<file path="config.mk">
export PLATFORM = sky130hd
export DESIGN_NAME = stream_demux_n_flat
export DESIGN_NICKNAME = d
export VERILOG_FILES = /design/src/rtl/stream_demux_n_if.sv /design/src/rtl/stream_demux_n.sv /design/src/flat_wrapper.sv
export SDC_FILE = /design/constraint.sdc
export NUM_CORES = 1
export LEC_CHECK = 0
export ABC_AREA = 1
export BUFFER_PORTS_ARGS = -buffer_cell sky130_fd_sc_hd__buf_2
export CAP_MARGIN = 30
export CORE_MARGIN = 8
export CORE_UTILIZATION = 40
export DETAILED_ROUTE_END_ITERATION = 8
export REMOVE_ABC_BUFFERS = 1
export SYNTH_ARGS = -nofsm -noshare
export SYNTH_HDL_FRONTEND = slang
export SYNTH_SLANG_ARGS = --single-unit
</file>
<file path="constraint.sdc">
create_clock -name clk -period 1.63 [get_ports clk]
set_clock_uncertainty 0.15 [all_clocks]
set_input_delay 0.0815 -clock clk [delete_from_list [all_inputs] [get_ports clk]]
set_output_delay 0.0815 -clock clk [all_outputs]
set_load 0.02 [all_outputs]
</file>
<file path="src/rtl/stream_demux_n_if.sv">
// Stream demux bus: one upstream valid/ready port fanned out to N_OUT
// downstream valid/ready ports, plus drop/error status.
interface stream_demux_n_if #(
   parameter int unsigned WIDTH = 4,
   parameter int unsigned N_OUT = 4,
   parameter int unsigned SEL_W = 2
);
   logic [WIDTH-1:0]       in_data;
   logic [SEL_W-1:0]       in_sel;
   logic                   in_bcast;
   logic                   in_valid;
   logic                   in_ready;
   logic [N_OUT*WIDTH-1:0] out_data;
   logic [N_OUT-1:0]       out_valid;
   logic [N_OUT-1:0]       out_ready;
   logic                   err_sel;
   logic [7:0]             drop_cnt;

   // Producer / consumer side, i.e. whatever surrounds the demux.
   modport master (
      output in_data,
      output in_sel,
      output in_bcast,
      output in_valid,
      input  in_ready,
      input  out_data,
      input  out_valid,
      output out_ready,
      input  err_sel,
      input  drop_cnt
   );

   // The demux itself.
   modport slave (
      input  in_data,
      input  in_sel,
      input  in_bcast,
      input  in_valid,
      output in_ready,
      output out_data,
      output out_valid,
      input  out_ready,
      output err_sel,
      output drop_cnt
   );
endinterface

</file>
<file path="src/rtl/stream_demux_n.sv">
// Registered 1-to-N stream demultiplexer. Each output has a one-entry
// holding register so a stalled consumer only blocks beats aimed at it.
// Broadcast beats load every output on the same edge or none at all.
// Beats with an out-of-range select are accepted, discarded and counted.
module stream_demux_n #(
   parameter int unsigned WIDTH = 4,
   parameter int unsigned N_OUT = 4,
   parameter int unsigned SEL_W = 2
) (
   input logic             clk,
   input logic             rst,
   stream_demux_n_if.slave bus
);

   logic [N_OUT-1:0] hold_v_q, hold_v_d;
   logic [WIDTH-1:0] hold_d_q [N_OUT];
   logic [WIDTH-1:0] hold_d_d [N_OUT];

   logic [N_OUT-1:0] free;
   logic [N_OUT-1:0] hit;
   logic [N_OUT-1:0] load;
   logic             sel_ok;
   logic             sel_free;
   logic             ready;
   logic             accept;
   logic             drop;

   logic             err_q, err_d;
   logic [7:0]       drop_q, drop_d;

   // One-hot decode of in_sel; sel_ok is clear when in_sel names no output.
   always_comb begin
      hit    = '0;
      sel_ok = 1'b0;
      for (int unsigned i = 0; i < N_OUT; i++) begin
         if (32'(bus.in_sel) == i) begin
            hit[i] = 1'b1;
            sel_ok = 1'b1;
         end
      end
   end

   // Acceptance: in_valid never feeds in_ready, only select/bcast/out_ready.
   always_comb begin
      free     = ~hold_v_q | bus.out_ready;
      sel_free = |(free & hit);
      if (bus.in_bcast) begin
         ready = &free;
      end else if (sel_ok) begin
         ready = sel_free;
      end else begin
         // Out-of-range select is always taken so it can be dropped.
         ready = 1'b1;
      end
      accept = bus.in_valid & ready;
      drop   = accept & ~bus.in_bcast & ~sel_ok;
   end

   // Holding-register next state; a load wins over a same-cycle drain.
   always_comb begin
      load = '0;
      if (accept) begin
         load = bus.in_bcast ? {N_OUT{1'b1}} : hit;
      end
      hold_v_d = load | (hold_v_q & ~bus.out_ready);
      for (int unsigned i = 0; i < N_OUT; i++) begin
         hold_d_d[i] = load[i] ? bus.in_data : hold_d_q[i];
      end
   end

   // Drop bookkeeping: one-cycle error pulse and a saturating counter.
   always_comb begin
      err_d  = drop;
      drop_d = drop_q;
      if (drop && (drop_q != 8'hFF)) begin
         drop_d = drop_q + 8'd1;
      end
   end

   // State registers with synchronous reset.
   always_ff @(posedge clk) begin
      if (rst) begin
         hold_v_q <= '0;
         for (int unsigned i = 0; i < N_OUT; i++) begin
            hold_d_q[i] <= '0;
         end
         err_q  <= 1'b0;
         drop_q <= 8'd0;
      end else begin
         hold_v_q <= hold_v_d;
         for (int unsigned i = 0; i < N_OUT; i++) begin
            hold_d_q[i] <= hold_d_d[i];
         end
         err_q  <= err_d;
         drop_q <= drop_d;
      end
   end

   // Output drive; empty slots read as zero rather than stale data.
   always_comb begin
      bus.out_data = '0;
      for (int unsigned i = 0; i < N_OUT; i++) begin
         if (hold_v_q[i]) begin
            bus.out_data[i*WIDTH +: WIDTH] = hold_d_q[i];
         end
      end
      bus.out_valid = hold_v_q;
      bus.in_ready  = ready;
      bus.err_sel   = err_q;
      bus.drop_cnt  = drop_q;
   end

endmodule

</file>
<file path="src/flat_wrapper.sv">
// flat-port wrapper written by rule: the top's interface ports become plain ports
module stream_demux_n_flat 
#(
   parameter int unsigned WIDTH = 4,
   parameter int unsigned N_OUT = 4,
   parameter int unsigned SEL_W = 2
)
  (clk, rst, bus_in_data, bus_in_sel, bus_in_bcast, bus_in_valid, bus_in_ready, bus_out_data, bus_out_valid, bus_out_ready, bus_err_sel, bus_drop_cnt);
  stream_demux_n_if #(.WIDTH(WIDTH), .N_OUT(N_OUT), .SEL_W(SEL_W)) bus_i ();
  input logic clk;
  input logic rst;
  input wire logic [$bits(bus_i.in_data)-1:0] bus_in_data;
  input wire logic [$bits(bus_i.in_sel)-1:0] bus_in_sel;
  input wire logic [$bits(bus_i.in_bcast)-1:0] bus_in_bcast;
  input wire logic [$bits(bus_i.in_valid)-1:0] bus_in_valid;
  output wire logic [$bits(bus_i.in_ready)-1:0] bus_in_ready;
  output wire logic [$bits(bus_i.out_data)-1:0] bus_out_data;
  output wire logic [$bits(bus_i.out_valid)-1:0] bus_out_valid;
  input wire logic [$bits(bus_i.out_ready)-1:0] bus_out_ready;
  output wire logic [$bits(bus_i.err_sel)-1:0] bus_err_sel;
  output wire logic [$bits(bus_i.drop_cnt)-1:0] bus_drop_cnt;
  assign bus_i.in_data = bus_in_data;
  assign bus_i.in_sel = bus_in_sel;
  assign bus_i.in_bcast = bus_in_bcast;
  assign bus_i.in_valid = bus_in_valid;
  assign bus_in_ready = bus_i.in_ready;
  assign bus_out_data = bus_i.out_data;
  assign bus_out_valid = bus_i.out_valid;
  assign bus_i.out_ready = bus_out_ready;
  assign bus_err_sel = bus_i.err_sel;
  assign bus_drop_cnt = bus_i.drop_cnt;
  stream_demux_n #(.WIDTH(WIDTH), .N_OUT(N_OUT), .SEL_W(SEL_W)) u_core (.clk(clk), .rst(rst), .bus(bus_i));
endmodule
</file>
==> results.md <==
- Status: finished clean
- Routed Antenna Nets: 0
- First-pass GRT wire length: between 5000 and 6000 µm
- Commonest cells after routing, fill and taps aside: 66 x inv_1, 48 x nand2_1, 42 x buf_2
- Min Clock Period, post-route: 1.57 ns
- Area of the mapped netlist: approximately 1400 µm²
- Yosys reg bits: 29
- Max-Cap Viols: 0
- Final WL: roughly 3400 µm
- Hold WC Path Type: input pin to register
- GRT overflow: 0
- Post-synth cell types: 17
- Placer Congestion: between 0.9 and 1
- Area after DPL: 1700 µm²
- RSZ-0062 raised after global routing: yes
- Psw: approximately 0.47 mW
- Clk network pwr share: 30.8%
- Vias in the first global route: 1293
- CTS Sinks: 29
- Worst Path Arrival: around 1.3 ns
- Wirelength per Cell: ~10 µm
- H-tree levels: 2
- Largest net degree at the start of global routing: 17
- PwrDens: between 800 and 900 nW/µm²
- # setup viols final: 0
- Layout cell share with drive strength beyond 1: between 20% and 30%
- Starting Density: between 40% and 50%
- Yosys warns: 0
- Largest stage delay, worst path: 0.33 ns
- Fmax: 638 MHz
- Commonest non-fill, non-tap cell in the layout: inv_1
- Gr usage total: between 10% and 20%
- Die area: ~5700 µm²
- Cell Chain, Critical Path: nand2_2 > nand2_2 > o21ai_2 > nand2_1 > nand2_2 > buf_8 > buf_6
- Part of the power in registers: approximately 48%
- Drt pass-1 iters: 4
- Placement Setup Slack: 0.116 ns
- Clk Latency, worst-skew pair: 0.33 ns
- Sw frac: between 20 and 30%
- Detail Placement HPWL: 2410 µm
- Tcrit/Tclk final: ~96%
- Die height: around 75 µm
- Clock Pin Slew Worst Setup and Hold Paths: around 0.09 ns
- Final #Nets: roughly 290
- Power Internal: 1.14 mW
- Sequential share of the synthesized area: 41.1%
- Via count of the routed design: approximately 1400
- Worst Setup Start Kind: register
- CP most frequent cell: nand2_2
- Syn avg cell area: about 6.4 µm²
- Die width: around 75 µm
- Post-route design area: between 1500 and 2000 µm²
- Iter 0 DRT Violations: 50
- Routed vias/inst: ~4.3
- CTS tree: done
- Setup slack after layout: ~0.063 ns
- Initial antenna violation count: 0
- CTS Buf Count: 5
- # rows: 21
- Std-Cell Core Area: approximately 3400 µm²
- Clock Path Buffers: 2
- Critical Path Sink Type: primary output
- P_leak: between 1 and 1.5 nW
- Area Overhead vs Synth: 35.7%
- Combinational share of power: between 20% and 30%
- Worst-margin pin slew: between 0.4 and 0.5 ns
- Gate Count Post-Synth: 220
- Synth area leaders: dfxtp_1 41%, inv_1 18%, nand2_1 15%, nand4_1 7.1%, nor2_1 6.6%
- Crit-path max FO: 3
- Setup CP Type: register to primary output
- Final Hold Viols: 0
- Max-Slew Margin vs Limit: roughly 67%
- Final-layout fill cell count: 374
- Boundary Pins: 44
- Slowest-stage cell, CP: dfxtp_2
- Diode count: 0
- Share of the synthesized area in the top cell type: between 40% and 50%
- Slew Viols, Final: 0
- DR DRC count: 0
- Top cell type by total area after synthesis: dfxtp_1
- CTS root buf: clkbuf_4
- CP required: around 1.4 ns
- I/O Buffers: 43
- Worst VDD drop: ~500 µV
## critical path, delay by kind of cell, from the launching register on
family,cells,cell delay [ns]
buf+inv,2,0.23
flops,1,0.33
simple gates,4,0.31
compound gates,1,0.14
## flip-flops by register name, summed over array words and instances, names as in the netlist
name,flops
u_core.hold_d_q,16
u_core.bus.drop_cnt,8
u_core.bus.out_valid,4
u_core.bus.err_sel,1
## kinds of logic (layout without fill, tap and decap cells)
group | Yosys count | in the layout | share of synthesized area (%)
and+or+nand+nor | 107 | 107 | 34.8
AOI/OAI and AO/OA | 9 | 9 | 3.45
other | 1 | 1 | 0.265
buffers and inverters | 74 | 135 | 20.4
DFF | 29 | 29 | 41.1
## path summary, 6_finish.rpt
path	from	end	slack, ns	depth (start not counted)
setup / recovery	u_core.bus.out_valid[2]$_SDFF_PP0_	bus_in_ready	0.06	7
hold / removal	bus_in_data[3]	u_core.hold_d_q[0][7]$_SDFFE_PP0P_	0.002	5
setup reg to reg	u_core.bus.out_valid[2]$_SDFF_PP0_	u_core.hold_d_q[0][9]$_SDFFE_PP0P_	0.09	11
hold reg to reg	u_core.bus.drop_cnt[5]$_SDFFE_PP0P_	u_core.bus.drop_cnt[5]$_SDFFE_PP0P_	0.27	2
## cell usage after synthesis, drive strengths merged
cell type,instances
nand3,8
clkbuf,2
o21ai,5
buf,4
inv,68
a21oi,4
nand2,58
nand4,16
conb,1
dfxtp,29
nor2,25
## stage by stage
step	power (mW)	hold WS (ns)	setup TNS, ns	util (%)	instances
6_report	1.61	0.00224	0	57.0	327
5_1_grt	1.71	0.0466	-0.228	57.0	327
3_5_place_dp	1.08	0.244	0	50.5	309
3_3_place_gp	1.07	0.253	0	50.5	309
2_1_floorplan	0.972	0.000566	-0.564	-	214
4_1_cts	1.61	0.00218	0	55.8	328
## area by class of cell
| cell class | count | area (µm²) | area share (%) |
|---|---|---|---|
| Timing Repair Buffer | 59 | 374 | 19.5 |
| Inverter | 68 | 255 | 13.3 |
| Clock inverter | 1 | 5.00 | 0.261 |
| Clock buffer | 7 | 65.1 | 3.39 |
| Tap cell | 46 | 57.6 | 3.00 |
| Sequential cell | 29 | 584 | 30.5 |
| Multi-Input combinational cell | 117 | 576 | 30.0 |
## power by group through the flow
stage / logic (mW) / clock network, mW / registers [mW]
5_1_grt: 0.388 / 0.543 / 0.778
3_3_place_gp: 0.288 / 0 / 0.786
4_1_cts: 0.328 / 0.515 / 0.770
6_report: 0.344 / 0.497 / 0.772
2_1_floorplan: 0.175 / 0 / 0.797
3_5_place_dp: 0.290 / 0 / 0.787
## what timing repair did
item,CTS,global route
resized for setup,3,17
endpoints found under the setup margin,1,21
hold buffers,7,0
endpoints found under the hold margin,17,0
pin swaps,1,14
setup buffers,4,0
## routing by layer
layer	wire length (µm)	share of wire [%]	track usage, %	up-vias
met3	292	8.6	5.00	9
met5	0	0	0	-
met2	1580	46	21.2	41
met1	1480	43	14.1	610
li1	-	-	-	760
met4	63	1.8	5.12	0
Note: power is estimated with default switching activity, not from simulation.
